`src/rtl/uart_tx_buffer.sv`:
```
// uart_tx_buffer: byte FIFO in front of an 8N1 serial transmitter, LSB first, CLK_DIV clk/bit.
// Optional build macro UART_TX_PARITY_EN adds an even-parity bit before the stop bit (8E1).
module uart_tx_buffer #(
  parameter int unsigned CLK_DIV    = 434,
  parameter int unsigned DEPTH_LOG2 = 4
) (
  input  logic                  clk,
  input  logic                  rst_n,
  input  logic                  wrreq,
  input  logic [7:0]            wrdata,
  output logic                  full,
  output logic                  empty,
  output logic [DEPTH_LOG2:0]   count,
  output logic                  overflow,
  output logic                  txd,
  output logic                  busy
);

  localparam int unsigned Depth = 1 << DEPTH_LOG2;
  localparam int unsigned BaudW = (CLK_DIV > 1) ? $clog2(CLK_DIV) : 1;
  localparam logic [BaudW-1:0] BaudMax = BaudW'(CLK_DIV - 1);
  localparam logic [DEPTH_LOG2:0] CountFull = (DEPTH_LOG2 + 1)'(Depth);

  typedef enum logic [2:0] {
    StIdle,
    StStart,
    StData,
`ifdef UART_TX_PARITY_EN
    StParity,
`endif
    StStop
  } state_e;

  state_e                 r_state, w_state_d;
  logic [7:0]             r_mem [Depth];
  logic [DEPTH_LOG2-1:0]  r_wr_ptr, r_rd_ptr;
  logic [DEPTH_LOG2:0]    r_count;
  logic                   r_overflow;
  logic [7:0]             r_shift, w_shift_d;
  logic [2:0]             r_bit_idx, w_bit_idx_d;
  logic [BaudW-1:0]       r_baud_cnt, w_baud_cnt_d;
  logic                   r_txd, w_txd_d;
`ifdef UART_TX_PARITY_EN
  logic                   r_parity, w_parity_d;
`endif

  logic                   w_full, w_empty, w_push, w_pop, w_baud_done;
  logic [7:0]             w_head;

  assign w_full      = (r_count == CountFull);
  assign w_empty     = (r_count == '0);
  assign w_head      = r_mem[r_rd_ptr];
  assign w_baud_done = (r_baud_cnt == BaudMax);
  // A pop in the same cycle frees the slot, so a push at full is still accepted then.
  assign w_push      = wrreq & (~w_full | w_pop);

  // FIFO storage and bookkeeping
  always_ff @(posedge clk) begin
    if (w_push) begin
      r_mem[r_wr_ptr] <= wrdata;
    end
  end

  always_ff @(posedge clk or negedge rst_n) begin
    if (!rst_n) begin
      r_wr_ptr   <= '0;
      r_rd_ptr   <= '0;
      r_count    <= '0;
      r_overflow <= 1'b0;
    end else begin
      if (w_push) begin
        r_wr_ptr <= r_wr_ptr + 1'b1;
      end
      if (w_pop) begin
        r_rd_ptr <= r_rd_ptr + 1'b1;
      end
      if (w_push && !w_pop) begin
        r_count <= r_count + 1'b1;
      end else if (!w_push && w_pop) begin
        r_count <= r_count - 1'b1;
      end
      if (wrreq && !w_push) begin
        r_overflow <= 1'b1;
      end
    end
  end

  // Transmit FSM state and registered line driver
  always_ff @(posedge clk or negedge rst_n) begin
    if (!rst_n) begin
      r_state    <= StIdle;
      r_shift    <= '0;
      r_bit_idx  <= '0;
      r_baud_cnt <= '0;
      r_txd      <= 1'b1;
`ifdef UART_TX_PARITY_EN
      r_parity   <= 1'b0;
`endif
    end else begin
      r_state    <= w_state_d;
      r_shift    <= w_shift_d;
      r_bit_idx  <= w_bit_idx_d;
      r_baud_cnt <= w_baud_cnt_d;
      r_txd      <= w_txd_d;
`ifdef UART_TX_PARITY_EN
      r_parity   <= w_parity_d;
`endif
    end
  end

  // w_txd_d is the line level for the state being entered, so txd lines up with r_state.
  always_comb begin
    w_state_d    = r_state;
    w_shift_d    = r_shift;
    w_bit_idx_d  = r_bit_idx;
    w_baud_cnt_d = r_baud_cnt;
    w_txd_d      = 1'b1;
    w_pop        = 1'b0;
`ifdef UART_TX_PARITY_EN
    w_parity_d   = r_parity;
`endif
    unique case (r_state)
      StIdle: begin
        if (!w_empty) begin
          w_pop        = 1'b1;
          w_state_d    = StStart;
          w_shift_d    = w_head;
          w_baud_cnt_d = '0;
          w_txd_d      = 1'b0;
`ifdef UART_TX_PARITY_EN
          w_parity_d   = ^w_head;
`endif
        end
      end
      StStart: begin
        w_txd_d = 1'b0;
        if (w_baud_done) begin
          w_state_d    = StData;
          w_bit_idx_d  = '0;
          w_baud_cnt_d = '0;
          w_txd_d      = r_shift[0];
        end else begin
          w_baud_cnt_d = r_baud_cnt + 1'b1;
        end
      end
      StData: begin
        w_txd_d = r_shift[0];
        if (w_baud_done) begin
          w_baud_cnt_d = '0;
          w_shift_d    = {1'b0, r_shift[7:1]};
          if (r_bit_idx == 3'd7) begin
`ifdef UART_TX_PARITY_EN
            w_state_d = StParity;
            w_txd_d   = r_parity;
`else
            w_state_d = StStop;
            w_txd_d   = 1'b1;
`endif
          end else begin
            w_bit_idx_d = r_bit_idx + 1'b1;
            w_txd_d     = r_shift[1];
          end
        end else begin
          w_baud_cnt_d = r_baud_cnt + 1'b1;
        end
      end
`ifdef UART_TX_PARITY_EN
      StParity: begin
        w_txd_d = r_parity;
        if (w_baud_done) begin
          w_state_d    = StStop;
          w_baud_cnt_d = '0;
          w_txd_d      = 1'b1;
        end else begin
          w_baud_cnt_d = r_baud_cnt + 1'b1;
        end
      end
`endif
      StStop: begin
        if (w_baud_done) begin
          w_state_d    = StIdle;
          w_baud_cnt_d = '0;
        end else begin
          w_baud_cnt_d = r_baud_cnt + 1'b1;
        end
      end
      default: begin
        w_state_d    = StIdle;
        w_baud_cnt_d = '0;
      end
    endcase
  end

  assign full     = w_full;
  assign empty    = w_empty;
  assign count    = r_count;
  assign overflow = r_overflow;
  assign txd      = r_txd;
  assign busy     = (r_state != StIdle);

endmodule
```
`config.mk`:
```
export PLATFORM = sky130hd
export DESIGN_NAME = uart_tx_buffer
export DESIGN_NICKNAME = d
export VERILOG_FILES = /design/src/rtl/uart_tx_buffer.sv
export SDC_FILE = /design/constraint.sdc
export NUM_CORES = 1
export LEC_CHECK = 0
export ABC_CLOCK_PERIOD_IN_PS = 2600
export CORE_MARGIN = 2
export CORE_UTILIZATION = 50
export CTS_CLUSTER_SIZE = 16
export DETAILED_ROUTE_END_ITERATION = 7
export PLACE_DENSITY = 0.77
export RECOVER_POWER = 100
export SYNTH_ARGS = -nofsm -noshare
export SYNTH_HDL_FRONTEND = slang
export SYNTH_SLANG_ARGS = --single-unit
```
`constraint.sdc`:
```
create_clock -name clk -period 2.6 [get_ports clk]
set_input_delay 0.52 -clock clk [delete_from_list [all_inputs] [get_ports clk]]
set_output_delay 0.52 -clock clk [all_outputs]
set_load 0.01 [all_outputs]
```
==> results.sh <==
export IMPL_power_per_cell_area_mw_per_mm2=801
export IMPL_grt_usage_pct=19.6
export IMPL_antenna_found_initial=0
export IMPL_synth_top_cells_by_area="sky130_fd_sc_hd__edfxtp_1 (55%), sky130_fd_sc_hd__dfrtp_1 (13%), sky130_fd_sc_hd__mux4_2 (4.2%)"
export IMPL_numCtsBuffers=17
export IMPL_gp_congestion=0.831
export IMPL_hpwlAfterDp_um=8760
export IMPL_vias_per_cell=5.73
export IMPL_async_flop_share_pct=22.4
export IMPL_firstDrtPassIters=5
export IMPL_dominantRegCellSynth="sky130_fd_sc_hd__edfxtp_1"
export IMPL_post_synth_top_area_fraction_pct=55.0
export IMPL_mappedNetlistArea_mm2=0.00699
export IMPL_grt_pass1_wl_um=21500
export IMPL_sequentialPowerShare_pct=50.2
export IMPL_overflow=0
export IMPL_placement_rows=43
export IMPL_critPathKind="reg -> reg"
export IMPL_setup_worst_path_end_class="register"
export IMPL_first_global_vias=4119
export IMPL_routed_wl_um=13400
export IMPL_ir_drop_mv=0.458
export IMPL_period_share_pct=98.0
export IMPL_drive_gt1_share_pct=18.5
export IMPL_failed_checks="max-capacitance violations, max-slew violations"
export IMPL_period_minus_slack_ns=2.55
export IMPL_htreeDepth=4
export IMPL_cts_root_to_sink_buffers=2
export IMPL_dpl_instance_area_mm2=0.00761
export IMPL_ys_types=49
export IMPL_critical_path_arrival_ns=2.90
export IMPL_cp_data_required_time_ns=2.95
export IMPL_netSwitchingPower_w=0.00171
export IMPL_clock_sinks=165
export IMPL_tritoncts="done"
export IMPL_fin_nets=530
export IMPL_clock_tree_root_cell="sky130_fd_sc_hd__clkbuf_16"
export IMPL_detail_route_drc_violations=0
export IMPL_grt_start_max_net_pins=38
export IMPL_setup_repair_after_global_routing_missed_its_margin="true"
export IMPL_synth_sequential_area_ratio_pct=68.3
export IMPL_endpoints_failing_setup=0
export IMPL_chipWidth_um=122
export IMPL_critical_path_startpoint_type="register"
export IMPL_ioPinCount=21
export IMPL_worst_hold_slack_ns=0.473
export IMPL_timing_max_cap_violations=1
export IMPL_power_share_clock_pct=34.8
export IMPL_core_area_mm2=0.0138
export IMPL_count_of_final_max_slew_check_failures=38
export IMPL_antenna_cells_inserted=0
export IMPL_synth_top_cell_by_area="sky130_fd_sc_hd__edfxtp_1"
export IMPL_antenna_violating_nets_post_route=0
export IMPL_number_of_flip_flops_and_latches_in_the_synthesized_netlist=165
export IMPL_buffer_ports_inserted=20
export IMPL_max_slew_margin_rel_pct=-41.1
export IMPL_combPwrFrac_pct=15.0
export IMPL_synth_nets=477
export IMPL_initial_utilization_pct=50.7
export IMPL_first_iter_violations=368
export IMPL_cts_hold_repair_buffers=0
export IMPL_hold_class="reg -> reg"
export IMPL_floorplan_die_area_mm2=0.0149
export IMPL_fin_area_mm2=0.00818
export IMPL_cts_clk_slew_worst_paths_ns=0.06
export IMPL_clock_fmax_ghz=0.393
export IMPL_synth_edff_count=128
export IMPL_num_vias=3978
export IMPL_intPower_w=0.00484
export IMPL_lkg_pwr_nw=2.92
export IMPL_overall_die_height_um=122
export IMPL_worst_skew_pair_latency_ns=0.43
export IMPL_wl_per_cell_um=19.3
export IMPL_finClkSkew_ns=0.00956
export IMPL_synthesis_yosys_warnings=0
export IMPL_synth_avg_cell_area_um2=15.6
export IMPL_synth_cells=448
export IMPL_worst_slew_pin_slew_ns=2.12
export IMPL_result_of_the_run="finished, violations left"
export IMPL_final_fill_count=1039
export IMPL_sw_frac_of_total_pct=26.1
export IMPL_synthToLayoutAreaGrowth_pct=17.1
export IMPL_timing_final_hold_violations=0
export IMPL_critical_path_peak_fanout=4
-- final timing paths --
path                                           start                   endpoint  slack (ns)  cells after the start
worst min-delay path            overflow$_DFFE_PN0P_       overflow$_DFFE_PN0P_        0.47                      1
worst max-delay path            count[2]$_DFFE_PN0P_       count[4]$_DFFE_PN0P_        0.05                     11
min in group asynchronous                      rst_n  r_baud_cnt[0]$_DFFE_PN0P_        0.70                      1
worst max register to register  count[2]$_DFFE_PN0P_       count[4]$_DFFE_PN0P_        0.05                     11
max in group asynchronous                      rst_n       count[2]$_DFFE_PN0P_        0.54                      1
worst min register to register  overflow$_DFFE_PN0P_       overflow$_DFFE_PN0P_        0.47                      1
-- power groups by stage --
| stage | clock, W | combinational (W) | sequential (W) |
|---|---|---|---|
| 6_report | 0.00228 | 0.000984 | 0.00329 |
| 5_1_grt | 0.00242 | 0.00109 | 0.00332 |
| 4_1_cts | 0.00232 | 0.000993 | 0.00329 |
| 3_5_place_dp | 0 | 0.000956 | 0.00335 |
| 3_3_place_gp | 0 | 0.000914 | 0.00333 |
| 2_1_floorplan | 0 | 0.000534 | 0.00332 |
-- cell usage in the layout (no fill, tap or decap), types with 3 or more instances in the layout --
cell / synthesis / layout
sky130_fd_sc_hd__o311ai_1: 6 / 6
sky130_fd_sc_hd__a22o_1: 4 / 4
sky130_fd_sc_hd__nand2b_1: 6 / 6
sky130_fd_sc_hd__dfrtp_1: 36 / 33
sky130_fd_sc_hd__o21ai_0: 16 / 16
sky130_fd_sc_hd__dlygate4sd3_1: 0 / 8
sky130_fd_sc_hd__mux4_1: 6 / 6
sky130_fd_sc_hd__ha_1: 17 / 15
sky130_fd_sc_hd__nor2_1: 15 / 15
sky130_fd_sc_hd__a21oi_1: 13 / 11
sky130_fd_sc_hd__nor3_1: 7 / 7
sky130_fd_sc_hd__clkbuf_16: 0 / 17
sky130_fd_sc_hd__nand3_1: 5 / 5
sky130_fd_sc_hd__xnor2_1: 7 / 7
sky130_fd_sc_hd__buf_4: 1 / 34
sky130_fd_sc_hd__o21a_1: 8 / 8
sky130_fd_sc_hd__dfrtp_2: 0 / 3
sky130_fd_sc_hd__nand2_1: 33 / 33
sky130_fd_sc_hd__mux2i_1: 28 / 28
sky130_fd_sc_hd__a22oi_1: 14 / 14
sky130_fd_sc_hd__clkdlybuf4s50_1: 0 / 9
sky130_fd_sc_hd__inv_6: 0 / 6
sky130_fd_sc_hd__xor2_1: 4 / 4
sky130_fd_sc_hd__edfxtp_1: 128 / 128
sky130_fd_sc_hd__mux4_2: 13 / 13
sky130_fd_sc_hd__and3_1: 5 / 5
sky130_fd_sc_hd__clkinvlp_4: 0 / 3
sky130_fd_sc_hd__inv_1: 15 / 14
sky130_fd_sc_hd__clkinv_2: 0 / 4
sky130_fd_sc_hd__o22ai_1: 10 / 10
-- Yosys cell counts, types with 5 or more instances --
cell type,n
sky130_fd_sc_hd__nor3_1,7
sky130_fd_sc_hd__ha_1,17
sky130_fd_sc_hd__o22ai_1,10
sky130_fd_sc_hd__mux4_2,13
sky130_fd_sc_hd__nand3_1,5
sky130_fd_sc_hd__nand2b_1,6
sky130_fd_sc_hd__mux4_1,6
sky130_fd_sc_hd__nor2_1,15
sky130_fd_sc_hd__inv_1,15
sky130_fd_sc_hd__and3_1,5
sky130_fd_sc_hd__mux2i_1,28
sky130_fd_sc_hd__o21ai_0,16
sky130_fd_sc_hd__a21oi_1,13
sky130_fd_sc_hd__buf_2,6
sky130_fd_sc_hd__edfxtp_1,128
sky130_fd_sc_hd__xnor2_1,7
sky130_fd_sc_hd__clkbuf_1,9
sky130_fd_sc_hd__a22oi_1,14
sky130_fd_sc_hd__dfrtp_1,36
sky130_fd_sc_hd__o21a_1,8
sky130_fd_sc_hd__o311ai_1,6
sky130_fd_sc_hd__nand2_1,33
-- registers in the layout, summed over array words and instances (netlist names) --
name / count
txd: 1
r_mem: 128
r_baud_cnt: 9
r_state: 2
r_wr_ptr: 4
count: 5
r_rd_ptr: 4
r_bit_idx: 3
r_shift: 8
overflow: 1
-- what timing repair did --
item / CTS / global route
gates cloned: 0 / 0
setup buffers: 2 / 1
pin swaps: 2 / 4
setup endpoints to repair: 1 / 8
resized for setup: 0 / 4
-- final cells by class --
type | instances | area, um2 | area share [%]
flip-flops and latches | 165 | 4770 | 58.4
multi-input cells | 247 | 2110 | 25.7
repair buffers | 55 | 474 | 5.80
clock buffers | 17 | 425 | 5.20
well taps | 180 | 225 | 2.75
clock inverters | 15 | 118 | 1.44
inverters | 15 | 58.8 | 0.719
-- through the flow --
| step | setup WS [ns] | utilization (%) | power (W) | std cells | TNS, ns |
|---|---|---|---|---|---|
| global route | -0.0637 | 59.4 | 0.00683 | 694 | -0.0637 |
| detailed placement | -0.0546 | 55.2 | 0.00430 | 659 | -0.0546 |
| CTS | 0.00304 | 59.3 | 0.00660 | 693 | 0 |
| global placement | 0.000880 | 55.2 | 0.00424 | 659 | 0 |
| finish | 0.0528 | 59.4 | 0.00656 | 694 | 0 |
| floorplan | 0.0147 | - | 0.00386 | 448 | 0 |
-- kinds of logic after synthesis --
logic type / count (synthesis) / synth area share [%]
flops: 165 / 68.3
simple gates: 87 / 6.27
compound gates: 81 / 7.63
mux: 50 / 10.9
buf+inv: 36 / 2.20
fa+ha+maj: 18 / 3.33
xor+xnor: 11 / 1.38
-- metal layers --
metal  part of all wire (%)  track usage [%]  vias to the layer above  routed length, um
met5                      0                0                        -                  0
met4                    2.3             8.48                        0                312
met1                     42             24.7                     2009               5570
met3                    5.3             4.74                       26                710
met2                     51             32.6                      104               6800
li1                       -                -                     1839                  -
-- worst max-delay path, stage by stage, from the launching register on --
cell and delay (ns):
sky130_fd_sc_hd__dfrtp_2 0.42, sky130_fd_sc_hd__nor4_4 0.34, sky130_fd_sc_hd__nand2_1 0.12, sky130_fd_sc_hd__o21a_1 0.24, sky130_fd_sc_hd__ha_4 0.19, sky130_fd_sc_hd__inv_4 0.07
sky130_fd_sc_hd__ha_4 0.19, sky130_fd_sc_hd__nor2b_1 0.13, sky130_fd_sc_hd__o21a_1 0.18, sky130_fd_sc_hd__or3_1 0.32, sky130_fd_sc_hd__a21oi_2 0.13, sky130_fd_sc_hd__xor2_1 0.14
No activity file was read; power rests on OpenSTA's default activity.
